===== config.mk =====
export PLATFORM = sky130hd
export DESIGN_NAME = imem_loader
export DESIGN_NICKNAME = d
export VERILOG_FILES = /design/src/rtl/riscv_pkg.sv /design/src/rtl/imem_word_packer.sv /design/src/rtl/imem_loader.sv
export SDC_FILE = /design/constraint.sdc
export NUM_CORES = 1
export LEC_CHECK = 0
export ABC_AREA = 1
export BUFFER_PORTS_ARGS = -buffer_cell sky130_fd_sc_hd__buf_2
export CAP_MARGIN = 10
export CORE_ASPECT_RATIO = 0.75
export CORE_MARGIN = 1
export CORE_UTILIZATION = 51
export CTS_CLUSTER_DIAMETER = 100
export CTS_CLUSTER_SIZE = 16
export DETAILED_ROUTE_END_ITERATION = 7
export GPL_TIMING_DRIVEN = 0
export PLACE_DENSITY = 0.72
export RECOVER_POWER = 50
export SLEW_MARGIN = 10
export SYNTH_ARGS = -nofsm -noshare
export SYNTH_HDL_FRONTEND = slang
export SYNTH_SLANG_ARGS = --single-unit

===== constraint.sdc =====
create_clock -name clk -period 1.4 [get_ports clk]
set_clock_uncertainty 0.05 [all_clocks]
set_input_delay 0.14 -clock clk [delete_from_list [all_inputs] [get_ports clk]]
set_output_delay 0.14 -clock clk [all_outputs]
set_load 0.05 [all_outputs]

===== src/rtl/riscv_pkg.sv =====
// Shared RISC-V definitions: base opcodes used by the main decoder and the
// boot loader's state encoding.
package riscv_pkg;

    localparam logic [6:0] OP_LOAD  = 7'b0000011;
    localparam logic [6:0] OP_STORE = 7'b0100011;
    localparam logic [6:0] OP_RTYPE = 7'b0110011;
    localparam logic [6:0] OP_ITYPE = 7'b0010011;

    typedef enum logic [2:0] {
        ST_IDLE,
        ST_LEN0,
        ST_LEN1,
        ST_DATA,
        ST_DONE,
        ST_ERROR
    } loader_state_t;

    function automatic logic op_supported(input logic [6:0] op);
        return (op == OP_LOAD) || (op == OP_STORE) || (op == OP_RTYPE) || (op == OP_ITYPE);
    endfunction

endpackage


===== src/rtl/imem_word_packer.sv =====
// Packs a little-endian byte stream into 32-bit words; word_valid pulses
// combinationally with the fourth byte so the caller can register the write.
module imem_word_packer (
    input  logic        clk,
    input  logic        rst_n,
    input  logic        clear,
    input  logic        byte_valid,
    input  logic [7:0]  byte_data,
    output logic        word_valid,
    output logic [31:0] word
);

    logic [1:0]  idx;
    logic [23:0] shreg;

    always_ff @(posedge clk or negedge rst_n) begin
        if (!rst_n) begin
            idx   <= 2'd0;
            shreg <= 24'h0;
        end else if (clear) begin
            idx <= 2'd0;
        end else if (byte_valid) begin
            idx   <= idx + 2'd1;
            shreg <= {byte_data, shreg[23:8]};
        end
    end

    // After three bytes shreg holds {b2, b1, b0}; the live byte completes the word.
    assign word_valid = byte_valid && !clear && (idx == 2'd3);
    assign word       = {byte_data, shreg};

endmodule


===== src/rtl/imem_loader.sv =====
// Boot-time instruction-memory loader: length-prefixed byte stream to sequential
// word writes, core held in reset until done. Opcode check: IMEM_LOADER_OPCHECK_EN.
module imem_loader
    import riscv_pkg::*;
#(
    parameter int ADDR_W = 8
) (
    input  logic              clk,
    input  logic              rst_n,
    input  logic              start,
    input  logic [7:0]        rx_data,
    input  logic              rx_valid,
    output logic              rx_ready,
    output logic              imem_we,
    output logic [ADDR_W-1:0] imem_addr,
    output logic [31:0]       imem_wdata,
    output logic              cpu_rst_n,
    output logic              busy,
    output logic              done,
    output logic              error,
    output logic [7:0]        illegal_cnt
);

    localparam int          CW  = ADDR_W + 1;
    localparam logic [16:0] CAP = 17'(1) << ADDR_W;

    loader_state_t state;
    logic [7:0]    len_lo;
    logic [CW-1:0] nwords;
    logic [CW-1:0] wcnt;
    logic [CW-1:0] wcnt_next;
    logic          last_pend;
    logic [16:0]   len_full;
    logic          len_bad;
    logic          byte_acc;
    logic          word_valid;
    logic [31:0]   word;
    logic          arm;

    assign byte_acc  = rx_valid && rx_ready;
    assign len_full  = {1'b0, rx_data, len_lo};
    assign len_bad   = (len_full == 17'd0) || (len_full > CAP);
    assign wcnt_next = wcnt + CW'(1);
    assign arm       = start && (state == ST_IDLE || state == ST_DONE || state == ST_ERROR);

    imem_word_packer u_packer (
        .clk        (clk),
        .rst_n      (rst_n),
        .clear      (state != ST_DATA),
        .byte_valid (byte_acc && state == ST_DATA),
        .byte_data  (rx_data),
        .word_valid (word_valid),
        .word       (word)
    );

    always_ff @(posedge clk or negedge rst_n) begin
        if (!rst_n) begin
            state      <= ST_IDLE;
            rx_ready   <= 1'b0;
            imem_we    <= 1'b0;
            imem_addr  <= '0;
            imem_wdata <= 32'h0;
            cpu_rst_n  <= 1'b0;
            busy       <= 1'b0;
            done       <= 1'b0;
            error      <= 1'b0;
            len_lo     <= 8'h0;
            nwords     <= '0;
            wcnt       <= '0;
            last_pend  <= 1'b0;
        end else begin
            imem_we <= 1'b0;
            // Address advances the cycle after a write, but never past the final word.
            if (imem_we) begin
                wcnt <= wcnt_next;
                if (!last_pend) imem_addr <= imem_addr + ADDR_W'(1);
            end
            case (state)
                ST_IDLE, ST_DONE, ST_ERROR: begin
                    if (start) begin
                        state     <= ST_LEN0;
                        rx_ready  <= 1'b1;
                        busy      <= 1'b1;
                        done      <= 1'b0;
                        error     <= 1'b0;
                        cpu_rst_n <= 1'b0;
                        wcnt      <= '0;
                        imem_addr <= '0;
                        last_pend <= 1'b0;
                    end
                end
                ST_LEN0: begin
                    if (byte_acc) begin
                        len_lo <= rx_data;
                        state  <= ST_LEN1;
                    end
                end
                ST_LEN1: begin
                    if (byte_acc) begin
                        if (len_bad) begin
                            state    <= ST_ERROR;
                            rx_ready <= 1'b0;
                            busy     <= 1'b0;
                            error    <= 1'b1;
                        end else begin
                            state  <= ST_DATA;
                            nwords <= len_full[CW-1:0];
                        end
                    end
                end
                ST_DATA: begin
                    if (word_valid) begin
                        imem_we    <= 1'b1;
                        imem_wdata <= word;
                        if (wcnt_next == nwords) begin
                            last_pend <= 1'b1;
                            rx_ready  <= 1'b0;
                        end
                    end else if (last_pend && !imem_we) begin
                        state     <= ST_DONE;
                        busy      <= 1'b0;
                        done      <= 1'b1;
                        cpu_rst_n <= 1'b1;
                        last_pend <= 1'b0;
                    end
                end
                default: state <= ST_IDLE;
            endcase
        end
    end

`ifdef IMEM_LOADER_OPCHECK_EN
    always_ff @(posedge clk or negedge rst_n) begin
        if (!rst_n) begin
            illegal_cnt <= 8'h00;
        end else if (arm) begin
            illegal_cnt <= 8'h00;
        end else if (word_valid && !op_supported(word[6:0]) && illegal_cnt != 8'hFF) begin
            illegal_cnt <= illegal_cnt + 8'd1;
        end
    end
`else
    assign illegal_cnt = 8'h00;
`endif

endmodule


-- Word level (Yosys, flattened, before mapping)
Index checks and enable logic that the tools add are counted.
- register bits after elaboration: 101
- input bits: 12
- output and inout port bits: 54
- logic and storage cells: 100
- add/subtract/negate cells: 3
- $lt $le $gt $ge: 1
- equal/unequal tests: 18
- muxes and demuxes: 37
- bitwise operators: 2
- reductions and logical operators: 25
- operators with widths (kind ; count):
    8-bit 2-to-1 mux ; 4
    9-bit 2-to-1 mux ; 3
    3-bit 2-to-1 mux ; 6
    17-bit logical NOT ; 1
    16-bit by 9-bit greater-than comparator with 1-bit output, second input constant ; 1
    1-bit 2-to-1 mux ; 16
    3-bit case mux with 4 select lines ; 1
    4-bit AND reduction ; 3
    6-bit AND reduction ; 2
    2-bit != test, second input constant ; 5
    9-bit by 1-bit adder with 9-bit output, second input constant ; 1
    9-bit equality test ; 1
    8-bit by 1-bit adder with 8-bit output, second input constant ; 1
    3-bit by 2-bit equality test with 1-bit output, second input constant ; 2
    3-bit equality test, second input constant ; 2
    2-bit by 1-bit != test with 1-bit output, second input constant ; 3
    1-bit case mux with 2 select lines ; 3
    1-bit case mux with 3 select lines ; 2
    2-bit AND reduction ; 3
    2-bit nonzero test ; 3
    1-bit logical AND ; 5
    5-bit AND reduction ; 1
    2-bit 2-to-1 mux ; 2
    3-bit by 1-bit equality test with 1-bit output, second input constant ; 1
    other kinds (12) ; 14

-- Depth between registers and ports, before layout
Gate-level depths: netlist (run 1).
- word-level depth: 6
- mapped depth: 14
- gate-level depth less buffers: 14

-- By module
Synthesis (run 1) repeated with hierarchy kept, for this count alone.
- cells, all modules: 563
- area, all modules: 4700.8 um2
- modules (own cells, without submodules) (module ; instances ; cells an instance ; area an instance (um2) ; seq. area each (um2)):
    imem_loader ; 1 ; 437 ; 3562.2 ; 1876.8
    imem_word_packer ; 1 ; 126 ; 1138.6 ; 650.6

-- Worst setup path after synthesis (run 1)
OpenSTA, ideal clock, no wires.
- kind: register to register
- start: reg rx_ready
- end: reg len_lo[5]
- setup time: 0.131 ns
- arrival: 1.668 ns
- required time: 1.219 ns
- path slack: -0.449 ns
- cell stages (with the launch flop): 7
- path buffers: 1
- clock period less this slack: 1.849 ns
- cells stage by stage: dfrtp_1 -> nand2_1 -> inv_1 -> nand3_1 -> clkbuf_1 -> nand2_1 -> o21ai_0
- cells in the longest elaborated chain, start to end: 2
- RTL lines (item ; RTL line ; text):
    start, declared ; imem_loader.sv:13 ; output logic rx_ready,
    start signal, assigned ; imem_loader.sv:59 ; rx_ready <= 1'b0;
    start signal, assigned ; imem_loader.sv:82 ; rx_ready <= 1'b1;
    start signal, assigned ; imem_loader.sv:102 ; rx_ready <= 1'b0;
    1-bit logical AND ; imem_loader.sv:40 ; assign byte_acc = rx_valid && rx_ready;
    2-bit AND reduction (no source line) ; n/a ;
    end signal, assigned ; imem_loader.sv:94 ; len_lo <= rx_data;
    end, declared ; imem_loader.sv:28 ; logic [7:0] len_lo;
Every way passes these cells.
A chain may end at the register's enable or synchronous reset.

-- Worst setup path after layout (run 1)
- start: reg wcnt[1]
- end: reg rx_ready
- cells in the longest elaborated chain, start to end: 4
- RTL lines (item ; RTL line ; text):
    start, declared ; imem_loader.sv:30 ; logic [CW-1:0] wcnt;
    start signal, assigned ; imem_loader.sv:75 ; wcnt <= wcnt_next;
    9-bit by 1-bit adder with 9-bit output ; imem_loader.sv:43 ; assign wcnt_next = wcnt + CW'(1);
    9-bit equality test ; imem_loader.sv:115 ; if (wcnt_next == nwords) begin
    2-bit by 1-bit != test with 1-bit output (no source line) ; n/a ;
    6-bit AND reduction (no source line) ; n/a ;
    end signal, assigned ; imem_loader.sv:59 ;
    end signal, assigned ; imem_loader.sv:82 ;
    end signal, assigned ; imem_loader.sv:117 ; rx_ready <= 1'b0;
Every way passes these cells.

==> run summary, run 1 <==
Overflow after GRT: 0
routed wire length: 17640 microns
final setup violating endpoints: 101
vias per cell: 6.107
maximum vdd drop: 0.7788 mV
Root Driver: clkbuf_16
CP Buf/Inv Count: 2
Initial Util: 53.52%
DRC: 5
HPWL after detailed placement: 7304 microns
EDFF count, synth: 0
Final Cell Area: 0.007178 sq mm
Die W: 111.9 microns
power density over the cells: 793.7 mW/mm^2
worst-path fanout max: 3
Crit-path slowest cell: dfrtp_2
Slew @ Worst Pin: 638.3 ps
Pins Over Slew Limit: 0
# H-tree levels: 3
Die ar.: 0.009452 sq mm
status: complete, but fails checks
Max Freq: 512.1 MHz
CTS sink cnt: 101
final antenna-violating net count: 0
core footprint: 0.008636 sq mm
syn_area_per_cell: 8.655 sq um
Pwr Total: 5697 uW
CTS tree: built
Slew headroom: 57.45%
HP Class: in -> reg
Top Ports: 66
NetSw: 1322 uW
share of layout cells above drive strength 1: 54.07%
Final Hold Viols: 0
Int Power: 4375 uW
dominant cell by count in the synthesized netlist: nand2_1
P&R area growth vs syn: 55.31%
crit-path leading delay family: simple AND/OR/NAND/NOR gates
clock power share: 45.3%
CTS buffer count: 9
Critical Setup Path Class: reg -> reg
Placer Congestion: 0.8199
DP Area: 0.005171 sq mm
final clock period utilization by the worst path: 139.5%
first-pass GRT wire length: 22470 microns
top-area cell type share of the netlist area: 54.68%
minimum clock period: 1953 ps
placed insts: 707
ys flop type: dfrtp_1
max-cap viol count: 0
clock slew at reported path FFs: 80 ps
clock latency on the worst-skew pair: 350 ps
Port Buffers: 57
post-DR wirelength/cell: 22.16 microns
synth cell count leaders: nand2_1, dfrtp_1, inv_1
crit path capture type: flop
sequential share of the synthesized area: 54.68%
Sw Ratio: 23.21%
CP Launch Type: flop
nets: 698
Initial DRC Count: 592
asr flop ratio synth: 100.0%
ant diodes: 0
DR vias: 4861
worst slack, placed: -489.4 ps
synth top area cells: dfrtp_1, nand2_1, inv_1
Setup WS post-layout: -552.7 ps
vias in the first global route: 4399
initial antenna violation count: 0
largest net degree at the start of global routing: 59
number of synthesized register bits: 101
Pleak: 0.003659 uW
gr usage total: 31.32%
Synth Instances: 534
Post-Syn Area: 0.004622 sq mm
drt pass-1 iters: 7
Longest Clk Path Bufs: 2
Crit path required time: 1590 ps
crit-path cells: ha_4 > buf_6 > inv_2 > nand2_2 > nand3b_1 > nand2_1 > nor2_2 > nand3_1 > nor2_2 > nand2_2 > nand2_1 > nand2_1 > nand2_1 > nand2_1
number of synthesis warnings: 0
Final Non-Filler Cells: 796
Rows: 29
RSZ-0062 raised after global routing: true
sequential power share: 51.2%
die height: 84.45 microns
Synth cell types: 36
crit path DAT: 2150 ps
Comb pwr share: 3.5%
critical path's most frequent cell: nand2_1
CP max stage delay: 450 ps
failing checks: DRC, setup timing
largest area contributor in the netlist: dfrtp_1
## sequential cells by signal, indices dropped and copies added, names as in the netlist
register / flops
u_packer.idx: 2
u_packer.shreg: 24
wcnt: 9
done: 1
nwords: 9
rx_ready: 1
len_lo: 8
imem_wdata: 32
last_pend: 1
imem_addr: 8
imem_we: 1
state: 3
error: 1
busy: 1
## repair_timing
action / 4_1_cts / 5_1_grt
endpoints found under the hold margin: 48 / 0
setup buffers: 39 / 26
endpoints found under the setup margin: 100 / 99
gates resized for setup: 183 / 153
pin swaps: 20 / 38
hold buffers: 6 / 0
gates cloned: 11 / 2
## metal layers
metal  global-route usage [%]  vias to the layer above  share of wire, %
met2                    52.46                      372                47
li1                         -                     2000                 -
met3                    6.065                      130               9.0
met4                    15.36                        0               6.5
met5                        0                        -                 0
met1                    39.31                     2359                37
## logic make-up after synthesis
group	Yosys count	share of synthesized area [%]
AO/OA/AOI/OAI	104	12.89
XOR/XNOR	4	0.7581
adder cells (fa/ha/maj)	3	0.8122
buffers and inverters	97	9.799
flip-flops	101	54.68
multiplexers	1	0.2436
other	1	0.08113
AND/OR/NAND/NOR	223	20.74
## area by class of cell
cell class | count | area [sq um]
clock inverters | 7 | 81.33
repair buffers | 133 | 1139
inverters | 71 | 274.0
flip-flops and latches | 101 | 2540
multi-input cells | 343 | 2474
plain buffers | 24 | 310.3
clock buffers | 9 | 225.2
fillers | 405 | 1458
well taps | 108 | 135.1
## tightest hold or removal path, delay by kind of cell
family          cells  cell delay (ps)
buf+inv             1              130
simple gates        1               60
compound gates      1               40
## stage by stage
step | TNS [ps] | hold slack, ps | util (%)
floorplan | -5779 | -205.6 | -
finish | -28630 | 11.89 | 83.12
CTS | -13590 | 4.886 | 76.93
global placement | -106670 | 324.3 | 59.53
detailed placement | -21020 | 126.4 | 59.88
global route | -31120 | 20.37 | 83.12
## layout by cell type, fill, tap and decap left out, types with 11 or more instances in the layout
| cell type | count |
|---|---|
| nand2_1 | 60 |
| dfrtp_1 | 91 |
| o21ai_1 | 24 |
| buf_2 | 42 |
| nand2_2 | 42 |
| nand2_4 | 42 |
| buf_8 | 11 |
| nand3_1 | 23 |
| a21oi_1 | 11 |
| clkbuf_16 | 12 |
| inv_1 | 59 |
| buf_6 | 22 |
| clkbuf_2 | 15 |
| o21ai_2 | 60 |
| nor2_1 | 18 |
| buf_4 | 45 |
## power groups by stage
stage / clock network (uW) / registers (uW) / logic [uW]
final: 2580 / 2910 / 201
after global routing: 2690 / 2910 / 216
after CTS: 2570 / 2920 / 190
after detailed placement: 0 / 2970 / 175
after global placement: 0 / 2970 / 163
after floorplan: 0 / 2970 / 79.7
## final timing paths
check                                      startpoint                             end  slack, ps  cells after the start
worst max-delay path                wcnt[1]$_DFF_PN0_            rx_ready$_DFFE_PN0P_       -550                     14
max in group asynchronous                       rst_n           nwords[4]$_DFFE_PN0P_        220                      3
min in group asynchronous                       rst_n       imem_wdata[6]$_DFFE_PN0P_        340                      2
worst min register to register  len_lo[7]$_DFFE_PN0P_           len_lo[7]$_DFFE_PN0P_        450                      2
worst max register to register      wcnt[1]$_DFF_PN0_            rx_ready$_DFFE_PN0P_       -550                     14
worst min-delay path                       rx_data[2]  u_packer.shreg[18]$_DFFE_PN0P_         10                      3
Power figures use the tool's default switching activity.
==> run 2: changes to the inputs <==
--- a/config.mk
+++ b/config.mk
@@ -6,7 +6,7 @@
 export NUM_CORES = 1
 export LEC_CHECK = 0
 export ABC_AREA = 1
-export BUFFER_PORTS_ARGS = -buffer_cell sky130_fd_sc_hd__buf_2
+export BUFFER_PORTS_ARGS = -buffer_cell sky130_fd_sc_hd__buf_4
 export CAP_MARGIN = 10
 export CORE_ASPECT_RATIO = 0.75
 export CORE_MARGIN = 1
@@ -16,7 +16,6 @@
 export DETAILED_ROUTE_END_ITERATION = 7
 export GPL_TIMING_DRIVEN = 0
 export PLACE_DENSITY = 0.72
-export RECOVER_POWER = 50
 export SLEW_MARGIN = 10
 export SYNTH_ARGS = -nofsm -noshare
 export SYNTH_HDL_FRONTEND = slang
==> run 2 against run 1 <==
The flow still finishes with violations (DRC, setup timing). Wire length rose by 16%. Fmax down 9.6%. Cell area is 6.3% higher. Largest cell class is now multi-input gates.
==> run summary, run 2 (synthesized netlist as in run 1, its figures left out) <==
Final Non-Filler Cells: 808 (+1.5%)
core footprint: 0.008636 sq mm (unchanged)
power density over the cells: 765.2 mW/mm^2 (-3.6%)
crit-path cells: nand2_1 > nor2_1 > nand2_1 > nand2_1 > nand2_1 > nand2_1 > nand3_1 > nor2_2 > nand2_2 > nand2_2 > nand2_2 > nand2_2 > nand2_2
Critical Setup Path Class: reg -> reg
die height: 84.45 microns (unchanged)
Initial DRC Count: 702 (+19%)
Initial Util: 53.52% (unchanged)
Filler cells: 292 (-28%)
gr usage total: 31.46% (+0.13 points)
CP max stage delay: 480 ps (+30 ps)
Final Hold Viols: 0 (unchanged)
DR vias: 5143 (+5.8%)
Pins Over Slew Limit: 0 (unchanged)
Final Cell Area: 0.007632 sq mm (+6.3%)
most common cell after layout, fill and taps aside: buf_4
Top Ports: 66 (unchanged)
minimum clock period: 2160 ps (+206.9 ps)
most frequent cells in the layout: buf_4, dfrtp_1, o21ai_2, inv_1, nand2_1
worst-path fanout max: 5 (+2)
first-pass GRT wire length: 22630 microns (+0.71%)
Die ar.: 0.009452 sq mm (unchanged)
max-cap viol count: 0 (unchanged)
sequential cell area: 0.002541 sq mm (about the same)
Multi-input gate area: 0.002633 sq mm (+6.4%)
HP Class: in -> reg
CTS tree: built
max reg flops: 32 (unchanged)
P&R area growth vs syn: 65.13%
final clock period utilization by the worst path: 154.3% (+15 points)
Rows: 29 (unchanged)
post-DR wirelength/cell: 25.28 microns (+14%)
Overflow after GRT: 0 (unchanged)
nets: 710 (+1.7%)
CP Launch Type: flop
CTS sink cnt: 101 (unchanged)
# H-tree levels: 3 (unchanged)
clock latency on the worst-skew pair: 360 ps (about the same)
drt pass-1 iters: 8 (+1)
RSZ-0062 raised after global routing: true
final setup violating endpoints: 99 (-2.0%)
HPWL after detailed placement: 7218 microns (-1.2%)
clock slew at reported path FFs: 80 ps (about the same)
maximum vdd drop: 0.5626 mV (-28%)
failing checks: DRC, setup timing
Max Freq: 463.0 MHz (-9.6%)
top flop regs: imem_wdata: 32 flops, u_packer.shreg: 24 flops
CTS buffer count: 9 (unchanged)
ant diodes: 0 (unchanged)
Crit path required time: 1610 ps (+20 ps)
routed wire length: 20430 microns (+16%)
Die W: 111.9 microns (unchanged)
Crit-path slowest cell: dfrtp_1
largest net degree at the start of global routing: 102 (+73%)
Longest Clk Path Bufs: 2 (unchanged)
share of layout cells above drive strength 1: 57.57% (+3.5 points)
Placer Congestion: 0.8523 (+4.0%)
placed insts: 706 (-0.14%)
status: complete, but fails checks
DRC: 5 (unchanged)
Port Buffers: 57 (unchanged)
crit path DAT: 2370 ps (+220 ps)
Root Driver: clkbuf_16
initial antenna violation count: 0 (unchanged)
crit path capture type: flop
DP Area: 0.005284 sq mm (+2.2%)
vias in the first global route: 4417 (+0.41%)
Pleak: 0.003740 uW (+2.2%)
Setup WS post-layout: -759.7 ps (-206.9 ps)
final antenna-violating net count: 0 (unchanged)
vias per cell: 6.365 (+4.2%)
Largest Register: imem_wdata
==> run 2: cell count changes in the layout (fill, tap and decap cells not counted), sizes merged <==
cell / change
buf: +23
clkbuf: -14
clkinv: -2
clkinvlp: +1
dlygate4sd3: +3
inv: +1
==> run 2: cell type report <==
type	instances	share of cell area, %
Clock buffer	9	2.951
Multi-Input combinational cell	343	34.49
Sequential cell	101	33.30
Inverter	71	3.557
Tap cell	108	1.770
Timing Repair Buffer	143	18.43
Buffer	26	4.426
Clock inverter	7	1.082
==> run 2: timing repair <==
action | in CTS | in global routing
gates cloned | 12 | 1
pin swaps | 29 | 41
endpoints found under the setup margin | 97 | 101
buffers inserted | 48 | 21
hold buffers | 8 | 1
gates resized for setup | 209 | 162
hold endpoints to repair | 8 | 39
==> run 2: where the power goes <==
| part | switching (uW) | internal, uW | total, uW |
|---|---|---|---|
| sequential | 0 | 2910 | 2910 |
| combinational | 156 | 65.0 | 221 |
| clock | 1280 | 1420 | 2710 |
==> run 2: per-stage QoR <==
step                      utilization, %  total power [uW]  hold WS, ps  worst slack [ps]  setup TNS [ps]
after floorplan                        -              3053       -205.6            -175.4           -5779
after global placement             61.19              3145        319.1            -455.2          -17350
after detailed placement           61.19              3147        329.0            -526.0          -20440
after CTS                          79.44              5730        39.99            -354.3          -14920
after global routing               88.38              5958        56.93            -721.3          -29290
final                              88.38              5840        34.54            -759.7          -25550
==> run 2: critical path, delay by kind of cell (launching register included) <==
kind,cells,cell delay [ps]
flops,1,480
simple gates,13,1540
==> run 2: metal layers <==
| layer | GRT usage (%) | vias to the layer above | share of wire (%) | wire [microns] |
|---|---|---|---|---|
| li1 | - | 2006 | - | - |
| met1 | 40.08 | 2453 | 36 | 7277 |
| met2 | 52.63 | 511 | 46 | 9322 |
| met3 | 7.220 | 173 | 12 | 2355 |
| met4 | 12.04 | 0 | 7.2 | 1475 |
| met5 | 0 | - | 0 | 0 |
==> run 2: final timing paths <==
check                                            from                            end  slack [ps]  cells after the start
setup / recovery                    wcnt[5]$_DFF_PN0_           rx_ready$_DFFE_PN0P_        -760                     13
hold / removal                             rx_data[3]     imem_wdata[27]$_DFFE_PN0P_          30                      3
setup reg to reg                    wcnt[5]$_DFF_PN0_           rx_ready$_DFFE_PN0P_        -760                     13
hold reg to reg            imem_wdata[21]$_DFFE_PN0P_     imem_wdata[21]$_DFFE_PN0P_         470                      2
max in group asynchronous                       rst_n           state[2]$_DFFE_PN0P_         440                      3
min in group asynchronous                       rst_n  u_packer.shreg[4]$_DFFE_PN0P_         200                      2
